$ cat src/rtl/ram_port_arbiter_pkg.sv
// Shared types and defaults for the two-port RAM arbiter.
// Round-robin contention is enabled by defining RAM_ARB_RR_EN.
package ram_port_arbiter_pkg;

  localparam int DW_DEF = 8;
  localparam int AW_DEF = 6;

  typedef enum logic [0:0] {
    INIT = 1'b0,
    RUN  = 1'b1
  } state_e;

  typedef logic req_idx_t;

  localparam req_idx_t REQ0 = 1'b0;
  localparam req_idx_t REQ1 = 1'b1;

endpackage

$ cat src/rtl/ram_port_arbiter_sp_wf.sv
// Single-port write-first RAM with a one-cycle registered read.
// Contents are deliberately not reset; the arbiter clears them after reset.
module ram_sp_wf
  import ram_port_arbiter_pkg::*;
#(
  parameter int DW = DW_DEF,
  parameter int AW = AW_DEF
) (
  input  logic          clk,
  input  logic          en_i,
  input  logic          we_i,
  input  logic [AW-1:0] addr_i,
  input  logic [DW-1:0] wdata_i,
  output logic [DW-1:0] rdata_o
);

  logic [DW-1:0] mem_q [2**AW];
  logic [DW-1:0] rdata_q;

  always_ff @(posedge clk) begin
    if (en_i) begin
      if (we_i) begin
        mem_q[addr_i] <= wdata_i;
        rdata_q       <= wdata_i;
      end else begin
        rdata_q <= mem_q[addr_i];
      end
    end
  end

  assign rdata_o = rdata_q;

endmodule

$ cat src/rtl/ram_port_arbiter.sv
// Two-requester arbiter in front of one single-port RAM, cleared after reset.
// Define RAM_ARB_RR_EN for round-robin contention; default is fixed priority.
module ram_port_arbiter
  import ram_port_arbiter_pkg::*;
#(
  parameter int DW = DW_DEF,
  parameter int AW = AW_DEF
) (
  input  logic          clk,
  input  logic          rst_n,
  input  logic          req0,
  input  logic          req1,
  input  logic          we0,
  input  logic          we1,
  input  logic [AW-1:0] add0,
  input  logic [AW-1:0] add1,
  input  logic [DW-1:0] d0,
  input  logic [DW-1:0] d1,
  output logic          gnt0,
  output logic          gnt1,
  output logic          qv0,
  output logic          qv1,
  output logic [DW-1:0] q0,
  output logic [DW-1:0] q1,
  output logic          busy
);

  state_e        state_q, state_d;
  logic [AW-1:0] clr_ptr_q, clr_ptr_d;
  logic          qv0_q, qv1_q;
  logic [DW-1:0] q0_hold_q, q1_hold_q;

  logic          g0, g1;
  logic          ram_en, ram_we;
  logic [AW-1:0] ram_addr;
  logic [DW-1:0] ram_wd, ram_rd;

`ifdef RAM_ARB_RR_EN
  req_idx_t ptr_q, ptr_d;
`endif

  always_comb begin
    g0 = 1'b0;
    g1 = 1'b0;
    if (state_q == RUN) begin
`ifdef RAM_ARB_RR_EN
      if (req0 && req1) begin
        g0 = (ptr_q == REQ0);
        g1 = (ptr_q == REQ1);
      end else begin
        g0 = req0;
        g1 = req1;
      end
`else
      g0 = req0;
      g1 = req1 & ~req0;
`endif
    end
  end

`ifdef RAM_ARB_RR_EN
  always_comb begin
    ptr_d = ptr_q;
    unique case (1'b1)
      g0:      ptr_d = REQ1;
      g1:      ptr_d = REQ0;
      default: ptr_d = ptr_q;
    endcase
  end
`endif

  // INIT owns the RAM port to write zeros; RUN hands it to the winner
  always_comb begin
    ram_en   = 1'b1;
    ram_we   = 1'b1;
    ram_addr = clr_ptr_q;
    ram_wd   = '0;
    if (state_q == RUN) begin
      ram_en   = g0 | g1;
      ram_we   = g1 ? we1 : we0;
      ram_addr = g1 ? add1 : add0;
      ram_wd   = g1 ? d1 : d0;
    end
  end

  always_comb begin
    state_d   = state_q;
    clr_ptr_d = clr_ptr_q;
    if (state_q == INIT) begin
      clr_ptr_d = clr_ptr_q + AW'(1);
      if (&clr_ptr_q) state_d = RUN;
    end
  end

  always_ff @(posedge clk or negedge rst_n) begin
    if (!rst_n) begin
      state_q   <= INIT;
      clr_ptr_q <= '0;
      qv0_q     <= 1'b0;
      qv1_q     <= 1'b0;
      q0_hold_q <= '0;
      q1_hold_q <= '0;
    end else begin
      state_q   <= state_d;
      clr_ptr_q <= clr_ptr_d;
      qv0_q     <= g0;
      qv1_q     <= g1;
      if (qv0_q) q0_hold_q <= ram_rd;
      if (qv1_q) q1_hold_q <= ram_rd;
    end
  end

`ifdef RAM_ARB_RR_EN
  always_ff @(posedge clk or negedge rst_n) begin
    if (!rst_n) ptr_q <= REQ0;
    else        ptr_q <= ptr_d;
  end
`endif

  ram_sp_wf #(
    .DW(DW),
    .AW(AW)
  ) u_ram (
    .clk    (clk),
    .en_i   (ram_en),
    .we_i   (ram_we),
    .addr_i (ram_addr),
    .wdata_i(ram_wd),
    .rdata_o(ram_rd)
  );

  // The shared read register feeds whichever requester owns this cycle's pulse
  assign q0   = qv0_q ? ram_rd : q0_hold_q;
  assign q1   = qv1_q ? ram_rd : q1_hold_q;
  assign qv0  = qv0_q;
  assign qv1  = qv1_q;
  assign gnt0 = g0;
  assign gnt1 = g1;
  assign busy = (state_q == INIT);

endmodule

$ cat config.mk
export PLATFORM = sky130hd
export DESIGN_NAME = ram_port_arbiter
export DESIGN_NICKNAME = d
export VERILOG_FILES = /design/src/rtl/ram_port_arbiter_pkg.sv /design/src/rtl/ram_port_arbiter_sp_wf.sv /design/src/rtl/ram_port_arbiter.sv
export SDC_FILE = /design/constraint.sdc
export NUM_CORES = 1
export LEC_CHECK = 0
export CAP_MARGIN = 10
export CORE_MARGIN = 4
export CORE_UTILIZATION = 30
export CTS_BUF_LIST = sky130_fd_sc_hd__clkbuf_16
export DETAILED_ROUTE_END_ITERATION = 16
export MAX_ROUTING_LAYER = met4
export PLACE_DENSITY = 0.58
export SYNTH_ARGS = -nofsm -noshare
export SYNTH_HDL_FRONTEND = slang
export SYNTH_SLANG_ARGS = --single-unit
$ cat constraint.sdc
create_clock -name clk -period 3 [get_ports clk]
set_clock_uncertainty 0.15 [all_clocks]
set_input_delay 0.45 -clock clk [delete_from_list [all_inputs] [get_ports clk]]
set_output_delay 0.45 -clock clk [all_outputs]
set_load 0.05 [all_outputs]
==> flow_summary.ini <==
[run_status]
status = complete, but fails checks
violations = negative setup slack

[placement]
gp_congestion = 0.982
port_buffers = 54
dp_hpwl_um = 50000
post-place-cells = 2659

[setup_path]
crit_arrival_ns = 3.44
required_ns = 3.19
cp-startpoint = state_q
worst-path-buf-inv = 5
crit_fanout = 8
critPathMaxStageDelay_ns = 0.44
path_cells = buf_6 > and2b_2 > a211oi_4 > buf_6 > buf_12 > buf_4 > nor2_4 > buf_12 > a221oi_4 > o22a_1 > nor2_2 > a311oi_1 > a32oi_1
rr_startpoint = state_q
cp-end-kind = flop
start_kind = flop
cpMaxStageDelayCell = dfrtp_2
crit_type = flop to flop
path_delay_family = compound AO/OA/AOI/OAI gates

[sta]
rsz0062_at_grt = yes
fmax_mhz = 308
final_hold_viol_count = 0
slew_violations = 0
worst_slack_ns = -0.245
max-slew-margin-rel = 0.558
fin_crit_ns = 3.24
fin_crit_sh = 1.08
worstMarginPinSlew_ns = 0.661
setup_violations = 8
whs_ns = 0.0591

[yosys]
synth_compound_area_frac = 0.110
syn_avg_cell_area_um2 = 15.4
netlist_area_um2 = 21600
synth_fa_ha_area_frac = 0.000580
yosysWarnings = 0
netlist.area_leader.share = 0.724
ys_types = 76
yosys.area_share.simple = 0.0688
async_reset_ff_frac = 0.0459
synth_area_leader_cell = edfxtp_1
synthesis.instances = 1397
syn-num-nets = 1432
synth-seq-cells = 545
synth_top_family_by_area = compound AO/OA/AOI/OAI gates
seq_area_frac_synth = 0.753
synth_mux_area_frac = 0.0442
synth_edf_count = 520
synth_area_leaders = edfxtp_1 (72%), nand2_1 (3.0%), dfrtp_1 (2.9%)
synth-xor-area-share = 0.00203
dominantRegCellSynth = edfxtp_1

[clocking]
hold_buffers = 0
max-clock-path-buffers = 3
cts.clk_slew.worst_paths_ns = 0.06
cts.sinks = 545
h-tree-depth = 2
cts_tree = yes
clk_latency_ns = 0.62
clockRootBuffer = clkbuf_16
cts-buffers-inserted = 54

[layout]
fin_nets = 1859
area.growth.synth_to_final_pct = 36.9
regArea_um2 = 16200
utilization = 0.414
antenna_cells = 0
fill_cells = 6442
multiInputGateArea_um2 = 5810
layout-drive-gt1-share = 0.363
instances_no_fill = 2819

[drt]
routedWlPerCell_um = 25.9
detail-route-antenna-nets = 0
vias = 14998
vias_per_cell = 5.32
drc = 0
totalWireLength_um = 73100
first_pass_iters = 5
drt_iter0_drc = 1732

[global_routing]
grt_max_degree = 41
grt_first_pass_wirelength_um = 104000
grt_overflow_total = 0
grt_use_total = 0.188
antenna_found_initial = 0
grt_pass1_vias = 14732

[floorplanning]
die_x_um = 276
coreArea_um2 = 71400
rows = 98
die-area_um2 = 76200
start_util = 0.302
chipHeight_um = 276
io_pins = 55

[power_and_ir_drop]
powerDensity_nw_per_um2 = 515
peakVddDrop_mv = 0.469
p_leak_nw = 9.35

[hold_path]
min_path_type = input port to async pin

[run]
maxCapViolations = 0
## cell usage after synthesis, types with 6 or more instances
cell type,n
a211oi_1,14
mux2_2,30
dfrtp_1,25
nor3_1,20
clkbuf_1,23
a22oi_1,44
a221oi_1,42
buf_2,45
nor2_1,87
mux2i_1,43
a222oi_1,6
edfxtp_1,520
buf_1,7
a32oi_1,6
o2bb2ai_1,10
buf_6,7
o22a_1,8
o22ai_1,16
a22o_1,11
a21oi_1,91
nand2_1,173
o21ai_0,16
nand3_1,23
mux4_2,7
a31oi_1,22
## path summary, 6_finish.rpt
kind,to,cells past startpoint,slack (ns)
min,clr_ptr_q[2],2,0.06
min in group clk,q1_hold_q[2],1,0.35
max,u_ram.rdata_o[4],13,-0.24
max in group asynchronous,q0_hold_q[2],2,2.38
max reg2reg,u_ram.rdata_o[4],13,-0.24
min reg2reg,q1_hold_q[2],1,0.35
## worst reg2reg max path, cell delays in order, from the launching register on
cell	delay, ns
dfrtp_2	0.44
buf_6	0.15
and2b_2	0.22
a211oi_4	0.34
buf_6	0.22
buf_12	0.17
buf_4	0.14
nor2_4	0.05
buf_12	0.14
a221oi_4	0.29
o22a_1	0.25
nor2_2	0.06
a311oi_1	0.21
a32oi_1	0.16
## per-layer routing
layer	vias to the layer above	part of all wire	global-route usage
met1	7569	0.41	0.249
met2	836	0.46	0.290
met4	0	0.042	0.0731
met5	-	0	-
li1	6419	-	-
met3	174	0.089	0.0343
## state kept, by name, indices dropped and copies added (netlist names)
signal and flops:
clr_ptr_q 6, u_ram.mem_q 512, q0_hold_q 8, q1_hold_q 8, qv1 1, qv0 1
u_ram.rdata_o 8, state_q 1
## report_power, final
group / internal (mW) / leakage, nW / switching [mW] / total [mW]
logic: 0.0463 / 4.42 / 0.0232 / 0.0695
clock network: 4.02 / 0.936 / 2.91 / 6.93
registers: 8.20 / 4.00 / 0 / 8.20
## through the flow
stage,total power [mW],cell area [um2],TNS [ns],setup WS (ns)
6_report,15.2,29500,-1.42,-0.245
3_5_place_dp,8.43,25900,-388.33,-1.40
2_1_floorplan,8.38,21600,-10.51,-0.147
3_3_place_gp,8.43,25900,-372.61,-1.40
4_1_cts,15.3,28900,-1.13,-0.160
5_1_grt,15.6,29500,-1.99,-0.281
## cells in the final DEF, fill, tap and decap left out, drive strengths merged, types with 20 or more instances in the layout
cell           count
nand2            173
edfxtp           520
inv               20
o21ai             21
clkdlybuf4s50     50
buf              402
mux2              32
nor3              23
a21oi             91
nor2              88
a22oi             44
nand3             23
dfrtp             25
clkbuf            56
a221oi            43
a31oi             22
mux2i             43
## what timing repair did
| item | 4_1_cts | 5_1_grt |
|---|---|---|
| gates resized for setup | 163 | 90 |
| endpoints found under the setup margin | 403 | 318 |
| buffers inserted | 39 | 17 |
| gates cloned | 2 | 2 |
| pin swaps | 42 | 31 |
## cell type report
type	count	area share
inverter	4	0.000509
multi-input combinational	762	0.197
timing repair buffer	457	0.150
clock buffer	55	0.0466
tap	950	0.0403
clock inverter	46	0.0150
sequential	545	0.550
## kinds of logic (layout without fill, tap and decap cells)
family / count (synthesis) / after routing
flip-flops: 545 / 545
AND/OR/NAND/NOR: 342 / 342
AO/OA/AOI/OAI: 332 / 332
buffers and inverters: 90 / 562
multiplexers: 82 / 82
XOR/XNOR: 5 / 5
adder cells (fa/ha/maj): 1 / 1
Power figures use the tool's default switching activity.
